<file path="src/rtl/pipe_skid_reg_pkg.sv">
// -----------------------------------------------------------------------------
// pipe_pkg
// Shared definitions for the pipe_skid_reg pipeline stage.
//   OCC_W   : width of the state register and of the occupancy output
//   state_e : handshake state; its encoding is the number of held beats
//             (EMPTY=0, FULL=1, SKID=2), so occupancy is the state itself.
// -----------------------------------------------------------------------------
package pipe_pkg;

  localparam int OCC_W = 2;

  typedef enum logic [OCC_W-1:0] {
    ST_EMPTY = 2'd0,
    ST_FULL  = 2'd1,
    ST_SKID  = 2'd2
  } state_e;

  // Beats held in a given state; the unused code 3 reports as a single beat
  // so that downstream logic never sees an out-of-range count.
  function automatic logic [OCC_W-1:0] occ_of(input state_e st);
    logic [OCC_W-1:0] occ;
    case (st)
      ST_EMPTY: occ = 2'd0;
      ST_FULL:  occ = 2'd1;
      ST_SKID:  occ = 2'd2;
      default:  occ = 2'd1;
    endcase
    return occ;
  endfunction

endpackage : pipe_pkg

</file>
<file path="src/rtl/pipe_skid_reg_if.sv">
// -----------------------------------------------------------------------------
// pipe_skid_reg_if
// Handshake bundle of one pipeline stage boundary.
//   flush      : synchronous discard of all held beats (producer side)
//   in_valid   : upstream beat present
//   in_ready   : stage can accept a beat this cycle
//   in_data    : upstream payload
//   out_valid  : beat present on out_data
//   out_ready  : downstream accepts this cycle
//   out_data   : payload from the main register
//   occupancy  : number of held beats (0..2)
// Modports: slave = the stage itself, master = the environment around it.
// -----------------------------------------------------------------------------
interface pipe_skid_reg_if #(
  parameter int WIDTH = 16
);
  import pipe_pkg::*;

  logic                 flush;
  logic                 in_valid;
  logic                 in_ready;
  logic [WIDTH-1:0]     in_data;
  logic                 out_valid;
  logic                 out_ready;
  logic [WIDTH-1:0]     out_data;
  logic [OCC_W-1:0]     occupancy;

  modport slave (
    input  flush, in_valid, in_data, out_ready,
    output in_ready, out_valid, out_data, occupancy
  );

  modport master (
    output flush, in_valid, in_data, out_ready,
    input  in_ready, out_valid, out_data, occupancy
  );

endinterface : pipe_skid_reg_if

</file>
<file path="src/rtl/pipe_skid_reg_dffe_n.sv">
// -----------------------------------------------------------------------------
// dffe_n
// WIDTH-bit register with synchronous active-high reset to RESET_VAL and a
// load enable. Reset has priority over the enable.
//   clk   : clock, rising edge
//   rst   : synchronous active-high reset
//   en_i  : load d_i on the next rising edge
//   d_i   : next value
//   q_o   : registered value
// -----------------------------------------------------------------------------
module dffe_n #(
  parameter int               WIDTH     = 16,
  parameter logic [WIDTH-1:0] RESET_VAL = '0
) (
  input  logic             clk,
  input  logic             rst,
  input  logic             en_i,
  input  logic [WIDTH-1:0] d_i,
  output logic [WIDTH-1:0] q_o
);

  logic [WIDTH-1:0] q_q;

  // Storage element: reset, load or hold.
  always_ff @(posedge clk) begin
    if (rst) begin
      q_q <= RESET_VAL;
    end else if (en_i) begin
      q_q <= d_i;
    end else begin
      q_q <= q_q;
    end
  end

  assign q_o = q_q;

endmodule : dffe_n

</file>
<file path="src/rtl/pipe_skid_reg.sv">
// -----------------------------------------------------------------------------
// pipe_skid_reg
// Pipeline register with valid/ready handshake and a one-entry skid buffer.
// A beat accepted in cycle N appears on out_data in cycle N+1. in_ready is a
// function of the state register only, so there is no combinational path from
// out_ready to in_ready; the skid register absorbs the one beat that arrives
// in the cycle where downstream first stalls.
//   clk : clock, rising edge
//   rst : synchronous active-high reset (priority over flush and handshake)
//   bus : pipe_skid_reg_if.slave handshake bundle (see interface header)
// -----------------------------------------------------------------------------
module pipe_skid_reg
  import pipe_pkg::*;
#(
  parameter int               WIDTH     = 16,
  parameter logic [WIDTH-1:0] RESET_VAL = '0
) (
  input  logic                  clk,
  input  logic                  rst,
  pipe_skid_reg_if.slave        bus
);

  logic [OCC_W-1:0] state_raw_q;
  state_e           state_q;
  state_e           state_d;

  logic [WIDTH-1:0] main_q;
  logic [WIDTH-1:0] main_d;
  logic             main_en;
  logic             main_from_skid;

  logic [WIDTH-1:0] skid_q;
  logic             skid_en;

  logic             in_ready;
  logic             out_valid;
  logic             in_xfer;
  logic             out_xfer;

  assign state_q   = state_e'(state_raw_q);

  // Handshake outputs depend on the state register only.
  assign out_valid = (state_q != ST_EMPTY);
  assign in_ready  = (state_q != ST_SKID);
  assign in_xfer   = bus.in_valid && in_ready;
  assign out_xfer  = out_valid && bus.out_ready;

  // Next-state and data-register load enables.
  always_comb begin
    state_d        = state_q;
    main_en        = 1'b0;
    main_from_skid = 1'b0;
    skid_en        = 1'b0;

    if (bus.flush) begin
      // Held beats and any beat offered this cycle are dropped; the data
      // registers keep their (now stale) contents.
      state_d = ST_EMPTY;
    end else begin
      case (state_q)
        ST_EMPTY: begin
          if (in_xfer) begin
            main_en = 1'b1;
            state_d = ST_FULL;
          end else begin
            state_d = ST_EMPTY;
          end
        end
        ST_FULL: begin
          if (in_xfer && out_xfer) begin
            main_en = 1'b1;
            state_d = ST_FULL;
          end else if (in_xfer) begin
            // Downstream stalled with a new beat arriving: park it.
            skid_en = 1'b1;
            state_d = ST_SKID;
          end else if (out_xfer) begin
            state_d = ST_EMPTY;
          end else begin
            state_d = ST_FULL;
          end
        end
        ST_SKID: begin
          // in_ready is low here, so only the drain of main matters.
          if (out_xfer) begin
            main_en        = 1'b1;
            main_from_skid = 1'b1;
            state_d        = ST_FULL;
          end else begin
            state_d = ST_SKID;
          end
        end
        default: begin
          // Unused encoding: recover to a known empty stage.
          state_d = ST_EMPTY;
        end
      endcase
    end
  end

  assign main_d = main_from_skid ? skid_q : bus.in_data;

  dffe_n #(
    .WIDTH     (OCC_W),
    .RESET_VAL (ST_EMPTY)
  ) u_state (
    .clk  (clk),
    .rst  (rst),
    .en_i (1'b1),
    .d_i  (state_d),
    .q_o  (state_raw_q)
  );

  dffe_n #(
    .WIDTH     (WIDTH),
    .RESET_VAL (RESET_VAL)
  ) u_main (
    .clk  (clk),
    .rst  (rst),
    .en_i (main_en),
    .d_i  (main_d),
    .q_o  (main_q)
  );

  dffe_n #(
    .WIDTH     (WIDTH),
    .RESET_VAL (RESET_VAL)
  ) u_skid (
    .clk  (clk),
    .rst  (rst),
    .en_i (skid_en),
    .d_i  (bus.in_data),
    .q_o  (skid_q)
  );

  assign bus.in_ready  = in_ready;
  assign bus.out_valid = out_valid;
  assign bus.out_data  = main_q;
  assign bus.occupancy = occ_of(state_q);

endmodule : pipe_skid_reg

</file>
<file path="src/flat_wrapper.sv">
// flat-port wrapper written by rule: the top's interface ports become plain ports
module pipe_skid_reg_flat import pipe_pkg::*;
#(
  parameter int               WIDTH     = 16,
  parameter logic [WIDTH-1:0] RESET_VAL = '0
)
  (clk, rst, bus_flush, bus_in_valid, bus_in_data, bus_out_ready, bus_in_ready, bus_out_valid, bus_out_data, bus_occupancy);
  pipe_skid_reg_if #(.WIDTH(WIDTH)) bus_i ();
  input  logic clk;
  input  logic rst;
  input wire logic [$bits(bus_i.flush)-1:0] bus_flush;
  input wire logic [$bits(bus_i.in_valid)-1:0] bus_in_valid;
  input wire logic [$bits(bus_i.in_data)-1:0] bus_in_data;
  input wire logic [$bits(bus_i.out_ready)-1:0] bus_out_ready;
  output wire logic [$bits(bus_i.in_ready)-1:0] bus_in_ready;
  output wire logic [$bits(bus_i.out_valid)-1:0] bus_out_valid;
  output wire logic [$bits(bus_i.out_data)-1:0] bus_out_data;
  output wire logic [$bits(bus_i.occupancy)-1:0] bus_occupancy;
  assign bus_i.flush = bus_flush;
  assign bus_i.in_valid = bus_in_valid;
  assign bus_i.in_data = bus_in_data;
  assign bus_i.out_ready = bus_out_ready;
  assign bus_in_ready = bus_i.in_ready;
  assign bus_out_valid = bus_i.out_valid;
  assign bus_out_data = bus_i.out_data;
  assign bus_occupancy = bus_i.occupancy;
  pipe_skid_reg #(.WIDTH(WIDTH), .RESET_VAL(RESET_VAL)) u_core (.clk(clk), .rst(rst), .bus(bus_i));
endmodule
</file>
<file path="config.mk">
export PLATFORM = sky130hd
export DESIGN_NAME = pipe_skid_reg_flat
export DESIGN_NICKNAME = d
export VERILOG_FILES = /design/src/rtl/pipe_skid_reg_pkg.sv /design/src/rtl/pipe_skid_reg_if.sv /design/src/rtl/pipe_skid_reg_dffe_n.sv /design/src/rtl/pipe_skid_reg.sv /design/src/flat_wrapper.sv
export SDC_FILE = /design/constraint.sdc
export NUM_CORES = 1
export LEC_CHECK = 0
export ABC_AREA = 1
export BUFFER_PORTS_ARGS = -buffer_cell sky130_fd_sc_hd__buf_4
export CAP_MARGIN = 20
export CORE_ASPECT_RATIO = 0.8
export CORE_MARGIN = 4
export CORE_UTILIZATION = 40
export CTS_CLUSTER_SIZE = 16
export DETAILED_ROUTE_END_ITERATION = 8
export MAX_ROUTING_LAYER = met4
export SLEW_MARGIN = 25
export SYNTH_ARGS = -nofsm -noshare
export SYNTH_HDL_FRONTEND = slang
export SYNTH_SLANG_ARGS = --single-unit
</file>
<file path="constraint.sdc">
create_clock -name clk -period 1.64 [get_ports clk]
set_input_delay 0.082 -clock clk [delete_from_list [all_inputs] [get_ports clk]]
set_output_delay 0.082 -clock clk [all_outputs]
set_load 0.01 [all_outputs]
</file>
==> Implementation_results.wiki <==
{| class="wikitable"
! Metric !! Value
|-
| Worst hold path cell count || 3
|-
| Post-synth cell types || 21
|-
| Wire length of the first global-routing pass || 6030 um
|-
| Post-synthesis to final-layout area growth || 28.6%
|-
| Final HPWL from detailed placement || 2490 um
|-
| Max transition margin || 68.3%
|-
| Fraction of the core area covered by cells at the end of the flow || 55.3%
|-
| Cell at the root of the clock tree || clkbuf_8
|-
| Class of the tightest hold or removal check || input port to flop
|-
| Required time at the endpoint of the critical path || 1.82 ns
|-
| Yosys synthesis warning count || 0
|-
| Maximum achievable frequency || 0.677 GHz
|-
| Static Leak || 1.16 nW
|-
| Switching part of the total || 24.1%
|-
| Row count || 20
|-
| # hold bufs at CTS || 0
|-
| Placed instance area || 2050 um^2
|-
| Wire length per cell after detailed routing || 10.1 um
|-
| Number of primary I/O pins || 41
|-
| Pin count of the biggest net entering global routing || 19
|-
| Capture point of the worst reg-to-reg path || u_core.u_main.q_o[3]
|-
| Count of endpoints failing setup in the final report || 0
|-
| Die outline area || 5330 um^2
|-
| Async S/R FF share, synth || 0%
|-
| Wirelength, routed || 3570 um
|-
| Setup CP Type || flop to flop
|-
| Total gr overflow || 0
|-
| Arrival time of data at the critical path endpoint || 1.65 ns
|-
| Syn_nets || 277
|-
| Router iterations before antenna repair || 4
|-
| Worst min-delay path endpoint || u_core.u_skid.q_o[2]
|-
| Kind of capture point of the worst setup path || flop
|-
| Area contributors post-synth || dfxtp_1, nand2_1, nor2_1
|-
| Multi-input gate area || 822 um^2
|-
| Clock period minus worst slack || 1.48 ns
|-
| Total track usage || 15.0%
|-
| Hold Crit Start || bus_in_data[2]
|-
| Worst-case reg-to-reg path depth || 9
|-
| Routed via count divided by cell count || 4.25
|-
| Skew final || 0.00551 ns
|-
| Final routed DRC violation total || 0
|-
| Area of all placed cells without fillers || 2170 um^2
|-
| Register clock-pin slew on the reported worst setup and hold paths || 0.06 ns
|-
| Cell with the most instances after synthesis || nand2_1
|-
| Top flip-flop cell by instance count after synthesis || dfxtp_1
|-
| Area occupied by registers || 682 um^2
|-
| Crit path max fanout || 14
|-
| Inserted Clock Buffers || 5
|-
| Initial core utilization || 43.0%
|-
| Drt first-iter violations || 79
|-
| Clock latency reported for the late side of the worst-skew pair || 0.29 ns
|-
| Total power divided by cell area || 881 nW/um^2
|-
| Seq pwr share || 46.2%
|-
| Total of buffers placed on input and output ports || 40
|-
| Post-synth EDFFs || 0
|-
| Number of nets with antenna violations after routing || 0
|-
| Number of antenna violations at the first check in global routing || 0
|-
| Filler Cell Count || 411
|-
| TritonCTS clock tree || done
|-
| Least-Margin Pin Slew || 0.475 ns
|-
| Global placement routability congestion || 0.836
|-
| Commonest cells in the netlist || nand2_1, nor2_1, dfxtp_1, inv_1, o21ai_1
|-
| Maximum buffer depth of the clock tree || 2
|-
| Number of nets at the end of the flow || 321
|-
| Share of post-route cells with drive strength above 1 || 25.8%
|-
| Maximum level of the CTS H-tree || 2
|-
| Horizontal extent of the die || 80.7 um
|-
| Clock sink total || 34
|-
| Relative contribution of the clock network to total power || 39.3%
|-
| Worst setup slack after layout || 0.163 ns
|-
| Switching pwr || 0.461 mW
|-
| Largest voltage drop on the vdd net || 0.000497 V
|-
| Status || finished, final reports clean
|-
| Portion of total power attributed to combinational logic || 14.5%
|-
| Number of slew-limit violations in the final report || 0
|-
| Startpoint of the lowest-slack register-to-register path || u_core.u_state.q_o[0]
|-
| Vias in the first global route || 1369
|-
| Cell total after placement || 344
|-
| Hold slack final || 0.0294 ns
|-
| Post-place setup slack || 0.0449 ns
|-
| Chip height || 66.1 um
|-
| Syn avg cell area || 6.65 um^2
|-
| Final std cells w/o fill || 354
|-
| Worst R2R Setup Slack || 0.16 ns
|-
| Fin. Hold Viols || 0
|-
| Worst Setup Start Kind || flop
|-
| Diode insertion count for antenna repair || 0
|-
| Std-Cell Core Area || 3930 um^2
|-
| Via Count || 1505
|-
| Mapped Cells || 254
|-
| Cell area after synthesis || 1690 um^2
|-
| Final clock period utilization by the worst path || 90.0%
|-
| Sequential fraction of the synthesis area || 40.3%
|-
| Area share of the leading cell type in the synthesized netlist || 40.3%
|-
| Total internal power || 1.45 mW
|-
| Library cell with the largest summed area after synthesis || dfxtp_1
|-
| Number of maximum-capacitance violations || 0
|-
| Count of state elements after synthesis || 34
|}
## cell families (layout without fill, tap and decap cells)
group                      Yosys count  in the layout  share of synthesized area [%]
buffers and inverters               38             83                           11.0
and+or+nand+nor                    163            163                           42.0
AOI/OAI and AO/OA                   17             17                           5.19
adders and majority gates            2              2                           1.48
DFF                                 34             34                           40.3
## layer usage
| layer | share of wire (%) | vias up | GRT usage [%] | routed length (um) |
|---|---|---|---|---|
| met5 | 0 | - | - | 0 |
| met1 | 50 | 629 | 18.8 | 1790 |
| met2 | 43 | 34 | 23.2 | 1530 |
| li1 | - | 836 | - | - |
| met4 | 1.4 | 0 | 5.70 | 49 |
| met3 | 5.7 | 6 | 3.81 | 203 |
## through the flow
stage | setup TNS [ns] | power (mW)
6_report | 0 | 1.91
2_1_floorplan | 0 | 1.05
3_5_place_dp | 0 | 1.18
4_1_cts | 0 | 1.94
3_3_place_gp | 0 | 1.18
5_1_grt | -0.00206 | 2.01
## repair_timing
action                                  CTS  global route
resized for setup                         0             2
endpoints found under the setup margin    0            32
setup buffers                             0             2
## worst max-delay path by stage
| stage | from | to | slack, ns | cells past startpoint |
|---|---|---|---|---|
| 5_1_grt | u_core.u_state.q_o[0] | u_core.u_skid.q_o[2] | -0.002 | 9 |
| 4_1_cts | u_core.u_state.q_o[0] | u_core.u_main.q_o[3] | 0.007 | 10 |
| 3_5_place_dp | u_core.u_state.q_o[0] | u_core.u_skid.q_o[15] | 0.04 | 8 |
| 3_3_place_gp | u_core.u_state.q_o[0] | u_core.u_main.q_o[4] | 0.06 | 10 |
| 2_1_floorplan | u_core.u_state.q_o[1] | u_core.u_main.q_o[3] | 0.10 | 11 |
| 6_report | u_core.u_state.q_o[0] | u_core.u_main.q_o[3] | 0.16 | 9 |
## power by group through the flow
stage	Clock [mW]	Sequential, mW	Combinational [mW]
global route	0.806	0.890	0.314
CTS	0.781	0.885	0.278
floorplan	0	0.917	0.133
finish	0.752	0.885	0.277
global placement	0	0.902	0.278
detailed placement	0	0.904	0.276
## registers in the layout, indices dropped and copies added, names as in the netlist
signal	cells
u_core.u_state.q_o	2
u_core.u_main.q_o	16
u_core.u_skid.q_o	16
## worst max-delay path, stage by stage, from the launching register on
cell	delay, ns
dfxtp_2	0.39
nor2_1	0.07
nor2_1	0.14
ha_1	0.17
nand3_1	0.08
nand3_1	0.10
nand2_2	0.08
buf_6	0.16
nor2_1	0.12
nor2_1	0.06
## cell type report
class	count	area share [%]
clock buffers	7	3.51
clock inverters	1	1.38
inverters	27	4.78
multi-input cells	182	37.8
flip-flops and latches	34	31.4
well taps	55	3.17
repair buffers	48	17.9
## cell usage in the layout (no fill, tap or decap), drive strengths merged
cell type and count:
a21boi 1, buf 48, bufinv 1, clkbuf 7, dfxtp 34, ha 2, inv 27, nand2 86
nand3 5, nor2 72, o21ai 16
Power figures use the tool's default switching activity.
